File: config.mk
export PLATFORM = sky130hd
export DESIGN_NAME = sync_fifo_flow
export DESIGN_NICKNAME = d
export VERILOG_FILES = /design/src/rtl/sync_fifo_flow.sv
export SDC_FILE = /design/constraint.sdc
export NUM_CORES = 1
export LEC_CHECK = 0
export BUFFER_PORTS_ARGS = -buffer_cell sky130_fd_sc_hd__clkbuf_2
export CORE_MARGIN = 5
export CORE_UTILIZATION = 55
export CTS_BUF_LIST = sky130_fd_sc_hd__clkbuf_8
export DETAILED_ROUTE_END_ITERATION = 8
export PLACE_DENSITY_LB_ADDON = 0.12
export SYNTH_ARGS = -nofsm -noshare
export SYNTH_HDL_FRONTEND = slang
export SYNTH_SLANG_ARGS = --single-unit
File: constraint.sdc
create_clock -name clk -period 2.8 [get_ports clk]
set_clock_uncertainty 0.05 [all_clocks]
set_input_delay 0.84 -clock clk [delete_from_list [all_inputs] [get_ports clk]]
set_output_delay 0.84 -clock clk [all_outputs]
set_load 0.02 [all_outputs]
File: src/rtl/sync_fifo_flow.sv
// sync_fifo_flow: first-word-fall-through synchronous FIFO of any depth, with occupancy count and thresholds.
// Define SYNC_FIFO_FLOW_ERR_EN to add sticky overflow/underflow outputs.
module sync_fifo_flow #(
    parameter int NBITS     = 16,
    parameter int DEPTH     = 16,
    parameter int AF_THRESH = DEPTH - 2,
    parameter int AE_THRESH = 2,
    parameter int CNT_W     = $clog2(DEPTH + 1)
) (
    input  logic             clk,
    input  logic             rst,
    input  logic             clear,
    input  logic             wen,
    input  logic [NBITS-1:0] d,
    input  logic             ren,
    output logic [NBITS-1:0] q,
    output logic             full,
    output logic             empty,
    output logic             almost_full,
    output logic             almost_empty,
    output logic [CNT_W-1:0] count
`ifdef SYNC_FIFO_FLOW_ERR_EN
    ,
    output logic             overflow,
    output logic             underflow
`endif
);

    localparam int PTR_W = $clog2(DEPTH);
    localparam logic [PTR_W-1:0] LAST    = PTR_W'(DEPTH - 1);
    localparam logic [CNT_W-1:0] CNT_MAX = CNT_W'(DEPTH);
    localparam logic [CNT_W-1:0] AF_C    = CNT_W'(AF_THRESH);
    localparam logic [CNT_W-1:0] AE_C    = CNT_W'(AE_THRESH);

    logic [NBITS-1:0] mem [DEPTH];
    logic [PTR_W-1:0] rd_ptr;
    logic [PTR_W-1:0] wr_ptr;
    logic             rd_fire;
    logic             wr_fire;

    assign empty        = (count == '0);
    assign full         = (count == CNT_MAX);
    assign almost_full  = (count >= AF_C);
    assign almost_empty = (count <= AE_C);

    // A pop frees the slot, so a full FIFO still accepts a write alongside ren.
    assign rd_fire = ren & ~empty;
    assign wr_fire = wen & (~full | ren);

    assign q = empty ? '0 : mem[rd_ptr];

    always_ff @(posedge clk) begin
        if (wr_fire && !clear) begin
            mem[wr_ptr] <= d;
        end
    end

    always_ff @(posedge clk or posedge rst) begin
        if (rst) begin
            rd_ptr <= '0;
            wr_ptr <= '0;
            count  <= '0;
        end else if (clear) begin
            rd_ptr <= '0;
            wr_ptr <= '0;
            count  <= '0;
        end else begin
            if (wr_fire) begin
                wr_ptr <= (wr_ptr == LAST) ? '0 : wr_ptr + 1'b1;
            end
            if (rd_fire) begin
                rd_ptr <= (rd_ptr == LAST) ? '0 : rd_ptr + 1'b1;
            end
            if (wr_fire && !rd_fire) begin
                count <= count + 1'b1;
            end else if (rd_fire && !wr_fire) begin
                count <= count - 1'b1;
            end
        end
    end

`ifdef SYNC_FIFO_FLOW_ERR_EN
    always_ff @(posedge clk or posedge rst) begin
        if (rst) begin
            overflow  <= 1'b0;
            underflow <= 1'b0;
        end else if (clear) begin
            overflow  <= 1'b0;
            underflow <= 1'b0;
        end else begin
            if (wen && full && !ren) begin
                overflow <= 1'b1;
            end
            if (ren && empty) begin
                underflow <= 1'b1;
            end
        end
    end
`endif

endmodule
==> flow_summary_export.csv, run 1 <==
group,metric,value,unit
status,status,"complete, but fails checks",
status,violations,"negative setup slack",
power,power.leakage,4.28,nW
global_routing,grt_max_degree,37,
clocking,clk_latency,0.53,ns
logic_synthesis,synth-seq-cells,269,
drt,wirelength,22900,um
floorplanning,core_area,0.0193,sq mm
logic_synthesis,synthTopCellsByArea,"edfxtp_1, mux4_2, dfrtp_1",
sta,fin_ws,-0.588,ns
floorplanning,ios,46,
cells_and_area,area_growth,20.6,%
run,maxCapViolations,0,
drt,drtPass1Iterations,5,
clocking,clk_pin_slew,0.06,ns
logic_synthesis,ys_seq_area_share,74.8,%
setup_path,worst_r2r_endpoint,"count[4]",
sta,relSlewSlack,56.9,%
setup_path,cp_data_arrival_time,2.50,ns
cells_and_area,final_layout_size_suffix_gt1_share,36.9,%
global_routing,grt.total_usage,21.3,%
global_routing,grt_pass1_wl,34900,um
global_routing,grt-ovfl-total,0,
setup_path,reg2reg_depth,8,
logic_synthesis,synth_top_area_share,71.8,%
drt,ant_nets,0,
logic_synthesis,syn-cell-area,0.0107,sq mm
setup_path,cp-startpoint,"count[0]",
drt,vias,5517,
power,cellPowerDensity,796,mW/mm^2
worst_hold_path,min_path_type,"in -> async",
clocking,hold_buffers,0,
logic_synthesis,synth_nets,542,
placement,gp_congestion,0.775,
logic_synthesis,synth_edf_count,256,
setup_path,start_kind,"flop",
sta,fin_crit_sh,121,%
logic_synthesis,synth_top_area_cell,"edfxtp_1",
floorplanning,die_h,150,um
drt,drc,0,
global_routing,grt_pass1_vias,5827,
drt,viasPerCell,5.93,
sta,period_minus_slack,3.39,ns
sta,setup_violations,16,
clocking,cts_htree_levels,2,
clocking,cts_tree,"yes",
placement,hpwl,12800,um
drt,wl_per_cell,24.6,um
setup_path,r2r_setup_slack,0.09,ns
cells_and_area,postLayoutCoreUtil,66.8,%
sta,fmax,295,MHz
drt,dr.first_iter.drc_count,439,
clocking,clock-sinks,269,
cells_and_area,antenna_cells,0,
logic_synthesis,ys_warn_count,0,
sta,grt_setup_unrepaired,"yes",
setup_path,r2r-start,"count[0]",
sta,hold_violations,0,
global_routing,antenna_found_initial,1,
logic_synthesis,postSynthAreaPerCell,21.0,sq um
clocking,clockRootBuffer,"clkbuf_8",
floorplanning,rows,51,
sta,tightest_slew,0.639,ns
floorplanning,fp.dieArea,0.0224,sq mm
setup_path,critical_path.max_fanout,8,
clocking,cts_buffer_depth,3,
floorplanning,start_util,55.4,%
placement,portBuffers,45,
setup_path,endpoint_kind,"output port",
clocking,cts_made_buffers,42,
sta,slew_viol_final,0,
sta,tns,-8.73,ns
logic_synthesis,synth_cells,511,
power,max-vdd-ir-drop,0.597,mV
logic_synthesis,synthArstFlopShare,4.83,%
cells_and_area,n_fill_cell,1275,
floorplanning,die_w,150,um
logic_synthesis,synthFlopType,"edfxtp_1",
logic_synthesis,yosysUniqueCellTypes,48,
setup_path,path_class,"reg -> out",
setup_path,required,1.91,ns
cells_and_area,final_nets,667,
-- worst max-delay path, stage by stage, from the launching register on --
cell,delay (ns)
dfrtp_2,0.40
or4_4,0.59
o21ai_4,0.20
nor2_4,0.09
buf_12,0.16
a221o_1,0.38
buf_6,0.15
-- cell usage in the layout (no fill, tap or decap), drive strengths merged, types with 7 or more instances in the layout --
| cell type | synthesis | layout |
|---|---|---|
| mux4 | 64 | 64 |
| a21oi | 7 | 7 |
| edfxtp | 256 | 256 |
| clkbuf | 12 | 74 |
| mux2i | 18 | 18 |
| clkinv | 0 | 19 |
| dfrtp | 13 | 13 |
| a221o | 16 | 16 |
| buf | 13 | 75 |
| ha | 9 | 9 |
| inv | 7 | 16 |
| nor2 | 27 | 27 |
| and2 | 10 | 10 |
-- layout make-up --
cell class / count / area [sq um] / area share [%]
clock buffers: 43 / 592 / 4.58
clock inverters: 31 / 138 / 1.07
inverters: 7 / 26.3 / 0.203
multi-input cells: 210 / 2620 / 20.3
flip-flops and latches: 269 / 8020 / 62.1
well taps: 265 / 332 / 2.57
repair buffers: 106 / 1180 / 9.17
-- state kept, by name, summed over array words and instances, names as in the netlist --
signal / cells
mem: 256
rd_ptr: 4
count: 5
wr_ptr: 4
-- worst max path at each step --
| stage | end | slack (ns) | cells past startpoint |
|---|---|---|---|
| 2_1_floorplan | q[5] | 0.002 | 6 |
| 3_3_place_gp | q[8] | -0.04 | 7 |
| 3_5_place_dp | q[8] | -0.10 | 7 |
| 4_1_cts | q[9] | -0.60 | 7 |
| 5_1_grt | q[12] | -0.66 | 7 |
| 6_report | q[9] | -0.59 | 6 |
-- report_power, final --
part | internal (W) | leakage, nW | switching [W]
clock network | 0.00143 | 0.406 | 0.00146
registers | 0.00450 | 2.47 | 0.0000672
logic | 0.00139 | 1.40 | 0.00143
total | 0.00732 | 4.28 | 0.00296
-- repair_timing --
action	4_1_cts	5_1_grt
endpoints found under the setup margin	18	20
resized for setup	17	45
cloned	1	1
pin swaps	3	6
setup buffers	9	10
-- cell usage after synthesis, drive strengths merged, types with 4 or more instances --
master and count:
dfrtp 13, o21ai 6, mux2i 18, and4 4
and3 4, ha 9, edfxtp 256, nand2 4
nand3 6, inv 7, a221o 16, a21oi 7
and2 10, buf 13, mux4 64, clkbuf 12
nor2 27
-- per-stage QoR --
stage	total power [W]	cell area, sq um	setup slack, ns	cells	hold slack, ns
after global placement	0.00691	11800	-0.0407	837	0.548
after CTS	0.0100	12700	-0.601	920	0.281
after global routing	0.0108	12900	-0.662	931	0.318
after floorplan	0.00612	10700	0.00247	511	0.527
after detailed placement	0.00697	11800	-0.104	837	0.564
final	0.0103	12900	-0.588	931	0.282
-- cell families (layout without fill, tap and decap cells) --
family	Yosys count	after routing	share of synthesized area [%]
mux	82	82	15.1
buf+inv	32	187	1.39
flops	269	269	74.8
xor+xnor	4	4	0.327
compound gates	44	44	3.56
simple gates	70	70	3.52
fa+ha+maj	10	10	1.24
-- layer usage --
metal  wire [um]  share of wire [%]  up-vias  track usage (%)
li1            -                  -     2403                -
met1        9470                 41     2864             30.2
met2       11400                 50      214             34.5
met3        1750                7.6       34             4.75
met4         333                1.5        2             4.99
met5          13              0.057        -                0
No activity file was read; power rests on OpenSTA's default activity.
==> run 2: changes to the inputs <==
--- a/config.mk
+++ b/config.mk
@@ -7,7 +7,7 @@
 export LEC_CHECK = 0
 export BUFFER_PORTS_ARGS = -buffer_cell sky130_fd_sc_hd__clkbuf_2
 export CORE_MARGIN = 5
-export CORE_UTILIZATION = 55
+export CORE_UTILIZATION = 50
 export CTS_BUF_LIST = sky130_fd_sc_hd__clkbuf_8
 export DETAILED_ROUTE_END_ITERATION = 8
 export PLACE_DENSITY_LB_ADDON = 0.12
==> run 2 against run 1 <==
The flow still finishes with violations (negative setup slack). Sequential share of layout area up 0.71 points. Global-route usage down 1.6 points. Utilization down 6.3 points. Flip-flop and latch count unchanged. Critical path type unchanged. Worst hold slack better by 0.0040 ns. Largest power group unchanged. Clock-buffer cell count unchanged. Non-clock buffer count unchanged. Combinational power down 5%. Setup slack worse by 0.034 ns. Fmax down 0.98%. Die area up 9.3%.
==> flow_summary_export.csv, run 2 (same netlist as run 1, synthesis figures left out) <==
group,metric,value,unit
power,pwr-share-comb,26.6,%
status,violations,"negative setup slack",
cells_and_area,n_fill_cell,1544,
drt,vias,5448,
sta,holdWs,0.286,ns
drt,drtPass1Iterations,5,
setup_path,cpPeakStageDelay,0.58,ns
sta,hold_violations,0,
setup_path,critPathTopFamily,"simple AND/OR/NAND/NOR gates",
cells_and_area,final_layout_size_suffix_gt1_share,36.0,%
setup_path,crit_slowest_cell,"or4_4",
power,sequentialPowerShare,45.4,%
cells_and_area,mostFrequentLayoutCell,"edfxtp_1",
worst_hold_path,min_path_type,"in -> async",
setup_path,endpoint,"q[13]",
setup_path,r2r_setup_slack,0,ns
setup_path,path_class,"reg -> out",
clocking,cts_buffer_depth,3,
status,status,"complete, but fails checks",
setup_path,critical_path.max_fanout,16,
sta,slew_viol_final,0,
placement,dpl.cell_count,854,
power,p_sw,0.00285,W
cells_and_area,reg_top3,"mem (256), count (5)",
drt,dr.first_iter.drc_count,440,
cells_and_area,largest_register,"mem",
sta,setup_violations,19,
drt,wirelength,22900,um
power,p_int,0.00718,W
power,cellPowerDensity,786,mW/mm^2
setup_path,reg2reg_depth,9,
clocking,clock-sinks,269,
placement,portBuffers,45,
setup_path,cp_num_buf_inv,2,
setup_path,endpoint_kind,"output port",
clocking,clk_pin_slew,0.06,ns
drt,viasPerCell,5.84,
floorplanning,ios,46,
sta,relSlewSlack,59.2,%
clocking,clockRootBuffer,"clkbuf_8",
setup_path,worst_r2r_endpoint,"count[4]",
cells_and_area,postLayoutCoreUtil,60.5,%
clocking,clk_latency,0.52,ns
floorplanning,core_area,0.0211,sq mm
clocking,cts_made_buffers,42,
drt,wl_per_cell,24.6,um
floorplanning,fp.dieArea,0.0244,sq mm
cells_and_area,area_growth,19.2,%
global_routing,grt-ovfl-total,0,
cells_and_area,finalNonFillerCells,933,
placement,hpwl,13500,um
floorplanning,start_util,50.8,%
cells_and_area,antenna_cells,0,
global_routing,grt_pass1_vias,5781,
global_routing,grt_max_degree,28,
setup_path,cp.depth,6,
cells_and_area,largest_reg_flops,256,
sta,fin_ws,-0.622,ns
power,max-vdd-ir-drop,0.575,mV
setup_path,cp-startpoint,"count[1]",
setup_path,cp_data_arrival_time,2.53,ns
power,p_clk_share,28.0,%
clocking,cts_htree_levels,2,
sta,tightest_slew,0.606,ns
power,swShare,28.4,%
cells_and_area,mostFrequentLayoutCells,"edfxtp_1, mux4_2, clkbuf_8",
setup_path,path_cells,"or4_4, o21ai_4, nor2_2, buf_12, a221o_1, clkbuf_8",
floorplanning,die_h,156,um
power,power.leakage,4.23,nW
drt,ant_nets,0,
global_routing,antenna_found_initial,1,
sta,period_minus_slack,3.42,ns
placement,gp_congestion,0.725,
setup_path,required,1.91,ns
floorplanning,die_w,156,um
floorplanning,rows,53,
drt,drc,0,
setup_path,r2r-start,"count[1]",
sta,tns,-8.72,ns
global_routing,grt_pass1_wl,35300,um
sta,fin_crit_sh,122,%
clocking,hold_buffers,0,
sta,grt_setup_unrepaired,"yes",
sta,fmax,292,MHz
setup_path,start_kind,"flop",
run,maxCapViolations,0,
clocking,cts_tree,"yes",
cells_and_area,final_nets,667,
global_routing,grt.total_usage,19.6,%
run 2: changes by cell type in the layout (fill, tap and decap cells not counted), moves of 2 or more:
cell	delta
nor2_1	+2
buf_12	-4
o41ai_2	+2
inv_1	-2
nor2_4	-2
buf_2	+2
buf_4	+5
clkinv_2	-6
buf_6	-2
clkinvlp_4	-2
run 2: worst reg2reg max path: stages (launching register included):
cell      delay, ns
dfrtp_2        0.40
or4_4          0.58
buf_4          0.17
buf_8          0.14
o211ai_4       0.24
fa_2           0.28
nand3_2        0.11
a211o_1        0.30
a31o_2         0.24
o21ba_2        0.19
run 2: timing repair:
item | 4_1_cts | 5_1_grt
resized for setup | 16 | 33
pin swaps | 3 | 3
endpoints found under the setup margin | 18 | 21
buffers inserted | 13 | 3
cloned | 1 | 0
endpoints found under the hold margin | 0 | 0
run 2: through the flow:
stage | cell area (sq um) | total power (W) | setup WS (ns)
finish | 12800 | 0.0100 | -0.622
global route | 12800 | 0.0105 | -0.669
CTS | 12700 | 0.0100 | -0.608
detailed placement | 11800 | 0.00696 | -0.0727
global placement | 11800 | 0.00692 | -0.0698
floorplan | 10700 | 0.00612 | 0.00247
run 2: worst min path at each step:
stage	endpoint	depth (start not counted)	from	slack, ns
after floorplan	rd_ptr[0]	2	rd_ptr[0]	0.53
after global placement	wr_ptr[3]	2	wr_ptr[0]	0.55
after detailed placement	wr_ptr[3]	2	wr_ptr[0]	0.57
after CTS	rd_ptr[0]	2	rst	0.28
after global routing	rd_ptr[1]	2	rst	0.29
final	count[3]	2	rst	0.29
run 2: cell type report:
type	instances	area (sq um)	area share, %
sequential	269	8020	62.8
clock inverter	23	100	0.784
tap	275	344	2.69
multi-input combinational	210	2610	20.4
timing repair buffer	106	1080	8.47
inverter	7	26.3	0.206
clock buffer	43	592	4.63
run 2: power by group through the flow:
stage	sequential [W]	combinational (W)	clock [W]
2_1_floorplan	0.00468	0.00144	0
3_3_place_gp	0.00463	0.00229	0
3_5_place_dp	0.00464	0.00233	0
4_1_cts	0.00456	0.00257	0.00289
5_1_grt	0.00457	0.00286	0.00311
6_report	0.00456	0.00267	0.00281
run 2: layer usage:
metal	up-vias	global-route usage (%)	part of all wire [%]
li1	2391	-	-
met3	36	4.20	7.6
met1	2821	28.7	43
met2	198	30.5	47
met4	2	5.45	1.9
met5	-	0	0.057
